File: config.mk
export PLATFORM = sky130hd
export DESIGN_NAME = axil_master_bridge
export DESIGN_NICKNAME = d
export VERILOG_FILES = /design/src/rtl/axil_pkg.sv /design/src/rtl/axil_master_bridge.sv
export SDC_FILE = /design/constraint.sdc
export NUM_CORES = 1
export LEC_CHECK = 0
export CORE_MARGIN = 5
export CORE_UTILIZATION = 34
export CTS_CLUSTER_SIZE = 24
export DETAILED_ROUTE_END_ITERATION = 7
export HOLD_SLACK_MARGIN = 0.12
export PLACE_DENSITY = 0.73
export SYNTH_ARGS = -nofsm -noshare
export SYNTH_HDL_FRONTEND = slang
export SYNTH_SLANG_ARGS = --single-unit
File: constraint.sdc
create_clock -name aclk -period 1.5 [get_ports aclk]
set_input_delay 0.15 -clock aclk [delete_from_list [all_inputs] [get_ports aclk]]
set_output_delay 0.15 -clock aclk [all_outputs]
set_load 0.02 [all_outputs]
File: src/rtl/axil_pkg.sv
// Shared AXI-Lite definitions: response codes and the master bridge FSM states.
package axil_pkg;

    typedef enum logic [1:0] {
        OKAY   = 2'b00,
        EXOKAY = 2'b01,
        SLVERR = 2'b10,
        DECERR = 2'b11
    } axil_resp_e;

    typedef enum logic [2:0] {
        ST_IDLE,
        ST_WR_ADDR_DATA,
        ST_WR_RESP,
        ST_RD_ADDR,
        ST_RD_DATA,
        ST_RESP
    } bridge_state_e;

    // EXOKAY is not an error for a single-beat lite initiator.
    function automatic logic resp_is_error(input axil_resp_e resp);
        return (resp == SLVERR) || (resp == DECERR);
    endfunction

endpackage

File: src/rtl/axil_master_bridge.sv
// AXI-Lite initiator: converts a single-outstanding valid/ready request port into
// AXI-Lite read/write transactions and returns read data plus a slave-error flag.
module axil_master_bridge
    import axil_pkg::*;
#(
    parameter int         ADDR_WIDTH = 32,
    parameter int         DATA_WIDTH = 32,
    parameter int         STRB_WIDTH = DATA_WIDTH / 8,
    parameter logic [2:0] PROT       = 3'b000
) (
    input  logic                  aclk,
    input  logic                  aresetn,

    input  logic                  req_valid,
    output logic                  req_ready,
    input  logic                  req_write,
    input  logic [ADDR_WIDTH-1:0] req_addr,
    input  logic [DATA_WIDTH-1:0] req_wdata,
    input  logic [STRB_WIDTH-1:0] req_wstrb,

    output logic                  rsp_valid,
    input  logic                  rsp_ready,
    output logic [DATA_WIDTH-1:0] rsp_rdata,
    output logic                  rsp_error,

    output logic [ADDR_WIDTH-1:0] m_axil_awaddr,
    output logic [2:0]            m_axil_awprot,
    output logic                  m_axil_awvalid,
    input  logic                  m_axil_awready,

    output logic [DATA_WIDTH-1:0] m_axil_wdata,
    output logic [STRB_WIDTH-1:0] m_axil_wstrb,
    output logic                  m_axil_wvalid,
    input  logic                  m_axil_wready,

    input  logic [1:0]            m_axil_bresp,
    input  logic                  m_axil_bvalid,
    output logic                  m_axil_bready,

    output logic [ADDR_WIDTH-1:0] m_axil_araddr,
    output logic [2:0]            m_axil_arprot,
    output logic                  m_axil_arvalid,
    input  logic                  m_axil_arready,

    input  logic [DATA_WIDTH-1:0] m_axil_rdata,
    input  logic [1:0]            m_axil_rresp,
    input  logic                  m_axil_rvalid,
    output logic                  m_axil_rready
);

    bridge_state_e         r_state;
    logic [ADDR_WIDTH-1:0] r_addr;
    logic [DATA_WIDTH-1:0] r_wdata;
    logic [STRB_WIDTH-1:0] r_wstrb;
    logic                  r_awvalid;
    logic                  r_wvalid;
    logic                  r_bready;
    logic                  r_arvalid;
    logic                  r_rready;
    logic                  r_rsp_valid;
    logic [DATA_WIDTH-1:0] r_rsp_rdata;
    logic                  r_rsp_error;

    logic                  w_aw_done;
    logic                  w_w_done;

    // A channel is done once its valid has dropped or it handshakes this cycle.
    assign w_aw_done = !r_awvalid || m_axil_awready;
    assign w_w_done  = !r_wvalid  || m_axil_wready;

    always_ff @(posedge aclk) begin
        // NOTE: reset is sampled on the clock edge and every register uses <= so
        // all state updates see the values from before this edge.
        if (!aresetn) begin
            r_state     <= ST_IDLE;
            r_addr      <= '0;
            r_wdata     <= '0;
            r_wstrb     <= '0;
            r_awvalid   <= 1'b0;
            r_wvalid    <= 1'b0;
            r_bready    <= 1'b0;
            r_arvalid   <= 1'b0;
            r_rready    <= 1'b0;
            r_rsp_valid <= 1'b0;
            r_rsp_rdata <= '0;
            r_rsp_error <= 1'b0;
        end else begin
            case (r_state)
                ST_IDLE: begin
                    if (req_valid) begin
                        r_addr  <= req_addr;
                        r_wdata <= req_wdata;
                        r_wstrb <= req_wstrb;
                        if (req_write) begin
                            r_awvalid <= 1'b1;
                            r_wvalid  <= 1'b1;
                            r_state   <= ST_WR_ADDR_DATA;
                        end else begin
                            r_arvalid <= 1'b1;
                            r_state   <= ST_RD_ADDR;
                        end
                    end
                end
                ST_WR_ADDR_DATA: begin
                    if (m_axil_awready) r_awvalid <= 1'b0;
                    if (m_axil_wready)  r_wvalid  <= 1'b0;
                    if (w_aw_done && w_w_done) begin
                        r_bready <= 1'b1;
                        r_state  <= ST_WR_RESP;
                    end
                end
                ST_WR_RESP: begin
                    if (m_axil_bvalid) begin
                        r_bready    <= 1'b0;
                        r_rsp_rdata <= '0;
                        r_rsp_error <= resp_is_error(axil_resp_e'(m_axil_bresp));
                        r_rsp_valid <= 1'b1;
                        r_state     <= ST_RESP;
                    end
                end
                ST_RD_ADDR: begin
                    if (m_axil_arready) begin
                        r_arvalid <= 1'b0;
                        r_rready  <= 1'b1;
                        r_state   <= ST_RD_DATA;
                    end
                end
                ST_RD_DATA: begin
                    if (m_axil_rvalid) begin
                        r_rready    <= 1'b0;
                        r_rsp_rdata <= m_axil_rdata;
                        r_rsp_error <= resp_is_error(axil_resp_e'(m_axil_rresp));
                        r_rsp_valid <= 1'b1;
                        r_state     <= ST_RESP;
                    end
                end
                ST_RESP: begin
                    if (rsp_ready) begin
                        r_rsp_valid <= 1'b0;
                        r_state     <= ST_IDLE;
                    end
                end
                default: begin
                    r_awvalid   <= 1'b0;
                    r_wvalid    <= 1'b0;
                    r_bready    <= 1'b0;
                    r_arvalid   <= 1'b0;
                    r_rready    <= 1'b0;
                    r_rsp_valid <= 1'b0;
                    r_state     <= ST_IDLE;
                end
            endcase
        end
    end

    assign req_ready      = (r_state == ST_IDLE);

    assign rsp_valid      = r_rsp_valid;
    assign rsp_rdata      = r_rsp_rdata;
    assign rsp_error      = r_rsp_error;

    assign m_axil_awaddr  = r_addr;
    assign m_axil_awprot  = PROT;
    assign m_axil_awvalid = r_awvalid;
    assign m_axil_wdata   = r_wdata;
    assign m_axil_wstrb   = r_wstrb;
    assign m_axil_wvalid  = r_wvalid;
    assign m_axil_bready  = r_bready;
    assign m_axil_araddr  = r_addr;
    assign m_axil_arprot  = PROT;
    assign m_axil_arvalid = r_arvalid;
    assign m_axil_rready  = r_rready;

endmodule

==> run summary <==
CTS tree: built
Top Ports: 260
Port Buffer Count: 251
DRC errors left: 0
Via density: 4.81
Pins over their slew limit: 0
Starting DRT DRC Count: 214
Worst hold stages: 3
Post-synth cell types: 37
Largest net degree at the start of global routing: 65
Mapped Area: 4450 um^2
Run status: completed
CP bufs+invs: 1
VDD IR max: 0.000820 V
Setup CP Type: flip-flop to output port
Number of nets in the layout: 887
Unrepaired setup endpoints after global routing: yes
Share of post-route cells with drive strength above 1: 7.75%
Overflow after GRT: 0
Worst Path Max Fanout: 2
FILL cells: 1,166
Power per cell area: 1430 nW/um^2
Worst reg2reg startpoint: r_state[1]$_SDFFE_PN0P_
Leakage: 3.41 nW
Placed cells: 927
Post-synth top area cell: dfxtp_1
Clock Tree Root: clkbuf_16
Clock Sink Count: 110
WP data arrival: 1320 ps
Total wire length: 14,900 um
Final setup TNS: 0 ps
Vias: 4,548
Worst path cell trace: clkdlybuf4s50_1
Die X: 124 um
Final setup fails: 0
Post-route insts no fill: 946
Total GRT Usage: 17.8%
Met3 WL: 1180 um
Worst reg2reg path depth: 5
H-tree levels: 3
Worst EP required: 1350 ps
Drt pass-1 iters: 5
Syn Area/Cell: 8.01 um^2
Met2 Wirelength: 7690 um
Clk buf depth: 2
CP max-delay cell: clkdlybuf4s50_1
Yosys top cell area share: 49.5%
Detail Route Antenna Nets: 0
Worst Setup End Kind: output port
Placed cell areas: 6960 um^2
DP Wirelength: 10,700 um
Cells after Synth: 555
Hold_sp: req_wdata[17]
Ant diodes: 0
Post-synthesis sequential area ratio: 49.5%
Hold Vio Cnt, Final: 0
Synth area leaders: dfxtp_1 (50%), nand2_1 (15%), a21oi_1 (12%)
Ys async rst share: 0%
Max incr delay on CP: 640 ps
Family with the most delay on the worst path: buffers and inverters
Dominant synthesized flop cell: dfxtp_1
Drt wl/cell: 15.7 um
Design area: 7450 um^2
Area grow syn2layout: 67.6%
Number of synthesized flops with an enable pin: 0
Num CTS Buffers: 9
Worst R2R End: rsp_rdata[28]$_SDFFE_PN0P_
Initial antenna violation count: 0
Hold worst-path end: m_axil_wdata[17]$_SDFFE_PN0P_
Initial core utilization: 35.0%
First-pass GRT wire length: 22,900 um
Core area: 12,700 um^2
DIE AREA: 15,500 um^2
Max cap viols: 0
Vias in the first global route: 4,465
Routed met1 length: 5680 um
DR top layer: met4
Routability-driven placement congestion ratio: 0.884
Reg2Reg Setup Slack: 50 ps
Final Cycle Share: 98.3%
Fin crit period: 1470 ps
Clock Skews: 7.13 ps
Min-delay worst type: input pin to flip-flop
Crit path launch type: flip-flop
Synth warn: 0
Num rows: 41
Clk slew on worst S/H paths: 70 ps
Max Freq: 678 MHz
Die height: 124 um
FF+latch count, synth: 110
Worst skew pair latency: 340 ps
-- placed cells by master, fill, tap and decap left out, drive strengths merged, types with 5 or more instances in the layout --
cell / instances
o21ai: 5
nor3: 6
dlymetal6s2s: 42
inv: 5
clkdlybuf4s50: 187
nand2: 176
conb: 6
nand3: 33
nor2: 6
a21oi: 104
buf: 24
clkbuf: 15
dfxtp: 110
dlygate4sd2: 21
-- metrics by stage --
stage	utilization, %	power (mW)	hold slack (ps)	setup WS, ps
detailed placement	54.7	8.41	445	-175
global placement	54.7	8.29	438	-75.6
CTS	56.6	10.5	329	1.76
finish	58.6	10.6	346	25.2
floorplan	-	6.47	286	2.35
global route	58.6	11.2	341	-61.3
-- metal layers --
layer / track usage, % / vias up
met3: 6.13 / 20
met4: 6.90 / 0
li1: - / 2212
met5: 0 / -
met1: 19.0 / 2109
met2: 32.1 / 207
-- worst max-delay path by stage --
stage                                   from                              to  slack (ps)  cells after the start
2_1_floorplan        r_state[0]$_SDFFE_PN0P_  m_axil_araddr[12]$_SDFFE_PN0P_           2                      6
3_3_place_gp                   m_axil_rvalid         r_state[0]$_SDFFE_PN0P_         -80                      5
3_5_place_dp                   m_axil_rvalid         r_state[0]$_SDFFE_PN0P_        -180                      5
4_1_cts        m_axil_araddr[2]$_SDFFE_PN0P_                m_axil_awaddr[2]           2                      1
5_1_grt              r_state[1]$_SDFFE_PN0P_         r_state[0]$_SDFFE_PN0P_         -60                      5
6_report          rsp_rdata[21]$_SDFFE_PN0P_                   rsp_rdata[21]          30                      1
-- cell families (layout without fill, tap and decap cells) --
| kind of cell | count (synthesis) | in the layout | share of synthesized area [%] |
|---|---|---|---|
| AND/OR/NAND/NOR | 231 | 231 | 22.0 |
| flip-flops | 110 | 110 | 49.5 |
| buffers and inverters | 83 | 297 | 11.7 |
| multiplexers | 3 | 3 | 0.675 |
| AO/OA/AOI/OAI | 125 | 125 | 15.4 |
| adder cells (fa/ha/maj) | 2 | 2 | 0.562 |
| other | 1 | 6 | 0.0843 |
-- cells in the mapped netlist, types with 3 or more instances --
cell        n
clkbuf_1   15
nand2_1   176
buf_2      15
dfxtp_1   110
buf_4      43
buf_6       4
nor2_1      6
inv_1       5
o21a_1      3
a21oi_1   103
nor3_1      4
o21ai_0     5
mux2i_1     3
nor2b_1     3
nand3_1    33
-- report_power, final --
part	switching, mW	total (mW)	internal, mW
clock network	1.00	2.15	1.15
registers	0.324	3.71	3.39
logic	2.60	4.77	2.17
total	3.92	10.6	6.71
-- registers in the layout, indices dropped and copies added (netlist names) --
name            flops
rsp_valid           1
rsp_rdata          32
m_axil_wvalid       1
r_state             3
m_axil_wstrb        4
m_axil_wdata       32
m_axil_rready       1
m_axil_awvalid      1
rsp_error           1
m_axil_bready       1
m_axil_araddr      32
m_axil_arvalid      1
-- timing repair --
item                                    in CTS  in global routing
pin swaps                                    0                 26
setup buffers                                0                  2
hold buffers                                 0                  0
resized for setup                           29                 58
cloned                                       0                  3
hold endpoints to repair                     0                  0
endpoints found under the setup margin      39                 81
-- final cells by class --
class	count	area, um^2	share of cell area [%]
multi-input combinational	367	1810	24.2
clock inverter	2	10.0	0.134
inverter	6	23.8	0.319
clock buffer	12	246	3.31
timing repair buffer	277	2940	39.5
sequential	110	2210	29.7
tap	172	215	2.89
Note: power is estimated with default switching activity, not from simulation.
